[src/rtl/rng_bit_conditioner.sv]
// rng_bit_conditioner
//
// Entropy front end. It resynchronises a raw noise bit and samples it on
// raw_strobe. It can optionally debias the samples with a von Neumann
// extractor. The conditioned bits are buffered in a small bit FIFO, and the
// FIFO output is framed into SEQ_LEN-bit sequences for the downstream
// approximate-entropy test core.
//
// Optional feature macro: RNG_COND_LFSR_EN
//   When defined, adds the test_mode input and a 16-bit Fibonacci LFSR
//   (x^16+x^14+x^13+x^11+1, seed 16'hACE1) that can replace the
//   synchronised noise bit as the sample source.
//
// Parameters
//   FIFO_DEPTH  buffer depth in bits (power of two, >= 4)
//   SEQ_LEN     bits per framed sequence (2..65535)
//
// Ports
//   clk         rising-edge clock
//   rst         synchronous active-high reset
//   raw_bit     asynchronous raw noise bit
//   raw_strobe  one sample per high cycle
//   debias_en   1 = von Neumann extraction, 0 = pass-through
//   test_mode   (RNG_COND_LFSR_EN only) sample the LFSR instead of raw_bit
//   out_bit     conditioned bit at the FIFO head
//   out_valid   FIFO non-empty
//   out_ready   consumer accepts out_bit
//   out_last    final bit of a SEQ_LEN-bit sequence
//   drop_cnt    saturating count of bits dropped on a full FIFO

module rng_bit_conditioner #(
    parameter int unsigned FIFO_DEPTH = 16,
    parameter int unsigned SEQ_LEN    = 128
) (
    input  logic       clk,
    input  logic       rst,
    input  logic       raw_bit,
    input  logic       raw_strobe,
    input  logic       debias_en,
`ifdef RNG_COND_LFSR_EN
    input  logic       test_mode,
`endif
    output logic       out_bit,
    output logic       out_valid,
    input  logic       out_ready,
    output logic       out_last,
    output logic [7:0] drop_cnt
);

    localparam int unsigned AW         = $clog2(FIFO_DEPTH);
    localparam logic [AW:0] DEPTH_FULL = FIFO_DEPTH[AW:0];
    localparam logic [15:0] SEQ_LAST   = 16'(SEQ_LEN - 1);

    // Synchroniser and sample source
    logic sync1;
    logic sync2;
    logic sample_val;

    // Von Neumann pair tracking
    logic debias_q;
    logic pair_half;
    logic first_bit;
    logic pair_half_d;
    logic first_bit_d;
    logic mode_change;

    // Push request from the conditioner
    logic push;
    logic push_bit;

    // FIFO state
    logic [FIFO_DEPTH-1:0] mem;
    logic [AW-1:0]         rd_ptr;
    logic [AW-1:0]         wr_ptr;
    logic [AW:0]           fill_cnt;
    logic                  full;
    logic                  pop;
    logic                  accept;
    logic                  drop;

    // Framing
    logic [15:0] seq_cnt;

`ifdef RNG_COND_LFSR_EN
    logic [15:0] lfsr;
    logic        lfsr_fb;

    assign lfsr_fb    = lfsr[0] ^ lfsr[2] ^ lfsr[3] ^ lfsr[5];
    assign sample_val = test_mode ? lfsr[0] : sync2;

    always_ff @(posedge clk) begin
        if (rst) begin
            lfsr <= 16'hACE1;
        end else if (raw_strobe) begin
            lfsr <= {lfsr_fb, lfsr[15:1]};
        end
    end
`else
    assign sample_val = sync2;
`endif

    // Conditioner: decides whether this cycle's sample produces a push.
    // A mode change clears the pair state, and a sample in that same cycle
    // is treated as the first half of a fresh pair.
    always_comb begin
        push        = 1'b0;
        push_bit    = sample_val;
        mode_change = (debias_en != debias_q);
        pair_half_d = mode_change ? 1'b0 : pair_half;
        first_bit_d = mode_change ? 1'b0 : first_bit;

        if (raw_strobe) begin
            if (!debias_en) begin
                push = 1'b1;
            end else if (!pair_half_d) begin
                pair_half_d = 1'b1;
                first_bit_d = sample_val;
            end else begin
                pair_half_d = 1'b0;
                if (sample_val != first_bit_d) begin
                    push     = 1'b1;
                    push_bit = first_bit_d;
                end
            end
        end
    end

    // FIFO control: a push into a full FIFO is still accepted when the head
    // leaves in the same cycle.
    assign out_valid = (fill_cnt != '0);
    assign out_bit   = mem[rd_ptr];
    assign out_last  = out_valid && (seq_cnt == SEQ_LAST);
    assign full      = (fill_cnt == DEPTH_FULL);
    assign pop       = out_valid && out_ready;
    assign accept    = push && (!full || pop);
    assign drop      = push && full && !pop;

    always_ff @(posedge clk) begin
        if (rst) begin
            sync1     <= 1'b0;
            sync2     <= 1'b0;
            debias_q  <= 1'b0;
            pair_half <= 1'b0;
            first_bit <= 1'b0;
            mem       <= '0;
            rd_ptr    <= '0;
            wr_ptr    <= '0;
            fill_cnt  <= '0;
            drop_cnt  <= '0;
            seq_cnt   <= '0;
        end else begin
            sync1     <= raw_bit;
            sync2     <= sync1;
            debias_q  <= debias_en;
            pair_half <= pair_half_d;
            first_bit <= first_bit_d;

            if (accept) begin
                mem[wr_ptr] <= push_bit;
                wr_ptr      <= wr_ptr + 1'b1;
            end

            if (pop) begin
                rd_ptr  <= rd_ptr + 1'b1;
                seq_cnt <= out_last ? '0 : seq_cnt + 16'd1;
            end

            if (accept && !pop) begin
                fill_cnt <= fill_cnt + 1'b1;
            end else if (pop && !accept) begin
                fill_cnt <= fill_cnt - 1'b1;
            end

            if (drop && (drop_cnt != 8'hFF)) begin
                drop_cnt <= drop_cnt + 8'd1;
            end
        end
    end

endmodule

[config.mk]
export PLATFORM = sky130hd
export DESIGN_NAME = rng_bit_conditioner
export DESIGN_NICKNAME = d
export VERILOG_FILES = /design/src/rtl/rng_bit_conditioner.sv
export SDC_FILE = /design/constraint.sdc
export NUM_CORES = 1
export LEC_CHECK = 0
export CAP_MARGIN = 20
export CORE_MARGIN = 5
export CORE_UTILIZATION = 42
export DETAILED_ROUTE_END_ITERATION = 12
export PLACE_DENSITY_LB_ADDON = 0.25
export SKIP_LAST_GASP = 1
export SLEW_MARGIN = 0
export SYNTH_ARGS = -nofsm -noshare
export SYNTH_HDL_FRONTEND = slang
export SYNTH_SLANG_ARGS = --single-unit
[constraint.sdc]
create_clock -name clk -period 4.3 [get_ports clk]
set_input_delay 0.43 -clock clk [delete_from_list [all_inputs] [get_ports clk]]
set_output_delay 0.43 -clock clk [all_outputs]
set_load 0.005 [all_outputs]
==> flow_summary.ini <==
[global_routing]
grt_antenna_before_repair = 0
grt_pass1_vias = 2053
grt_start_max_net_pins = 32
grt_overflow_total = 0
grt_pass1_wl_mm = 9.390
grtUsageTotal_pct = 13.80

[drt]
wl_mm = 5.492
wl_per_cell_um = 12.65
vias_per_cell = 4.970
dr.pass1.iters = 4
drtAntennaViolNets = 0
drt_iter0_markers = 58
vias = 2157
route.detailed.drc = 0

[timing]
finalHoldViolCount = 0
slew_headroom_pct = 36.70
max_freq_mhz = 321.8
grt_setup_unrepaired = false
finClkSkew_ns = 0.009655
slew_viol_final = 0
finalSetupViolCount = 0
fin_tns_setup_ns = 0
min_period_over_period_pct = 72.26
finalCriticalPeriod_ns = 3.107
worstMarginPinSlew_ns = 0.9465

[power_and_ir_drop]
vdd_ir_drop_max_mv = 0.2194
leakage_nw = 1.292
powerDensity_mw_per_mm2 = 470.4

[logic_synthesis]
seq_area_frac_synth_pct = 39.06
netlist_area_mm2 = 0.002973
synthFlopType = dfxtp_1
syn_inst = 320
yosysUniqueCellTypes = 42
synth_seq_cells = 58
synth.avg_cell_area_um2 = 9.290
async_flop_share_pct = 0
ys_warn_count = 0
synth-edff-count = 0
synth_fp_nets = 338

[setup_path]
start_kind = input pin
r2r_cells = 10
r2r-end = fill_cnt[4]$_SDFFE_PP0P_
reg2reg_from = fill_cnt[0]$_SDFFE_PP0P_
cp_slowest_cell = clkdlybuf4s50_1
cp.required_ns = 4.53
end_kind = register
crit_type = input pin to register
cpPeakStageDelay_ns = 0.55
path_max_fanout = 15
cp_data_arrival_time_ns = 3.33
path_cells = clkdlybuf4s50_1 > inv_1 > o22a_1 > nor2_2 > buf_4 > ha_1 > inv_1 > ha_1 > a21o_1 > a21oi_1 > mux2i_1 > mux2_2
r2r_slack_ns = 1.27

[die]
start_util_pct = 43.52
core.rowCount = 30
die_x_um = 94.13
coreArea_mm2 = 0.006832
die_height_um = 94.13
ios = 17
die-area_mm2 = 0.008860

[min_path]
worst_hold_path.num_cells = 1
whs_endpoint = sample_val$_SDFF_PP0_
hp-class = register to register
min_from = sync1$_SDFF_PP0_

[layout]
area_growth_pct = 13.93
drive_gt1_share_pct = 10.95
utilization_pct = 49.58
fill_cells = 679
nNetsFinal = 352
n_antenna_cell = 0

[place]
finalWeightedCongestion = 0.8170
post-dp-hpwl_mm = 3.920
io_buffers = 16

[flow_run]
max_cap_viol_count = 0

[clock_network]
htree_levels = 3
clock-sinks = 58
ctsHoldBuffers = 0
clkSlewWorstSetupHoldPaths_ns = 0.07
cts_tree = done
insertion_delay_ns = 0.34
post_cts_buffers = 0
cts_buffers = 9
post_cts_resized = 0
root_buffer = clkbuf_8
clk_path_buf_depth = 2

[status]
status = complete, no violations
[where the power goes]
group          switching (mW)  internal (mW)  total (mW)
logic                   0.228          0.216       0.444
registers              0.0747          0.580       0.655
clock network           0.217          0.278       0.495
total                   0.520           1.07        1.59
[sequential cells by signal, summed over array words and instances, names as in the netlist]
signal and cells:
debias_q 1, drop_cnt 8, fill_cnt 5, first_bit 1
mem 16, pair_half 1, rd_ptr 4, sample_val 1
seq_cnt 16, sync1 1, wr_ptr 4
[area by class of cell]
cell class              count  area (um2)  area share, %
clock buffers              10       137.6          4.064
inverters                  11       43.79          1.293
well taps                  96       120.1          3.546
clock inverters             5       55.05          1.625
multi-input cells         236        1694          50.02
flip-flops and latches     58        1161          34.28
repair buffers             18       175.2          5.172
[worst max-delay path, delay by kind of cell]
family | cells | cell delay (ns)
and+or+nand+nor | 1 | 0.13
adders and majority gates | 2 | 0.56
buffers and inverters | 4 | 0.94
AOI/OAI and AO/OA | 3 | 0.72
muxes | 2 | 0.55
[cell usage in the layout (no fill, tap or decap), drive strengths merged, types with 2 or more instances in the layout]
cell type and instances:
nor4 7, dfxtp 58, clkinv 2, nor2b 6
nor3 7, clkdlybuf4s50 16, inv 11, mux2i 20
nand3 21, buf 2, xnor2 22, nand2 18
ha 11, mux4 5, clkbuf 10, a21o 2
a21oi 7, nor3b 2, nand4 13, o2111ai 2
xor2 11, nand2b 17, a22oi 2, clkinvlp 2
and3 3, nor2 49
[kinds of logic after synthesis]
kind of cell             Yosys count  synth area share (%)
flip-flops                        58                 39.06
AO/OA/AOI/OAI                     18                 5.050
buffers and inverters             26                 3.956
XOR/XNOR                          33                 9.722
AND/OR/NAND/NOR                  147                 26.01
multiplexers                      26                 10.90
adder cells (fa/ha/maj)           12                 5.303
[per-stage QoR]
| step | total power [mW] | std cells | setup slack, ns | hold slack, ns | cell area (um2) |
|---|---|---|---|---|---|
| 6_report | 1.593 | 434 | 1.193 | 0.4423 | 3387 |
| 5_1_grt | 1.692 | 434 | 1.053 | 0.4612 | 3387 |
| 4_1_cts | 1.622 | 434 | 1.212 | 0.4498 | 3387 |
| 3_5_place_dp | 1.114 | 419 | 0.8438 | 0.4324 | 3194 |
| 3_3_place_gp | 1.099 | 419 | 0.9142 | 0.4236 | 3194 |
| 2_1_floorplan | 1.013 | 320 | 1.518 | 0.4138 | 2973 |
[how the worst max path moves through the flow]
stage,to,slack (ns),depth (start not counted),from
finish,fill_cnt[4]$_SDFFE_PP0P_,1.19,12,raw_strobe
global route,fill_cnt[4]$_SDFFE_PP0P_,1.05,12,raw_strobe
CTS,fill_cnt[4]$_SDFFE_PP0P_,1.21,12,raw_strobe
detailed placement,fill_cnt[4]$_SDFFE_PP0P_,0.84,12,raw_strobe
global placement,fill_cnt[4]$_SDFFE_PP0P_,0.91,12,raw_strobe
floorplan,fill_cnt[4]$_SDFFE_PP0P_,1.52,10,fill_cnt[0]$_SDFFE_PP0P_
[cells in the mapped netlist (2+ instances only)]
master,count,area [um2]
a21o_1,2,15.01
a21oi_1,7,35.03
a22oi_1,2,15.01
and3_1,3,18.77
buf_2,2,10.01
buf_6,2,22.52
clkbuf_1,11,41.29
dfxtp_1,58,1161
ha_1,11,137.6
inv_1,10,37.54
mux2i_1,20,200.2
mux4_2,5,112.6
nand2_1,18,67.56
nand2b_1,17,106.4
nand3_1,20,100.1
nand4_1,11,68.82
nand4_2,2,25.02
nor2_1,48,180.2
nor2b_1,6,37.54
nor3_1,7,35.03
nor4_1,5,31.28
o2111ai_2,2,30.03
xnor2_1,22,192.7
xor2_1,11,96.34
[layer usage]
layer | GRT usage [%] | wire, um | up-vias | share of wire [%]
met5 | 0 | 0 | - | 0
met4 | 8.303 | 135 | 0 | 2.5
met3 | 4.167 | 209 | 11 | 3.8
met2 | 20.82 | 2413 | 31 | 44
met1 | 17.21 | 2733 | 996 | 50
li1 | - | - | 1119 | -
(Power assumes the default switching activity.)
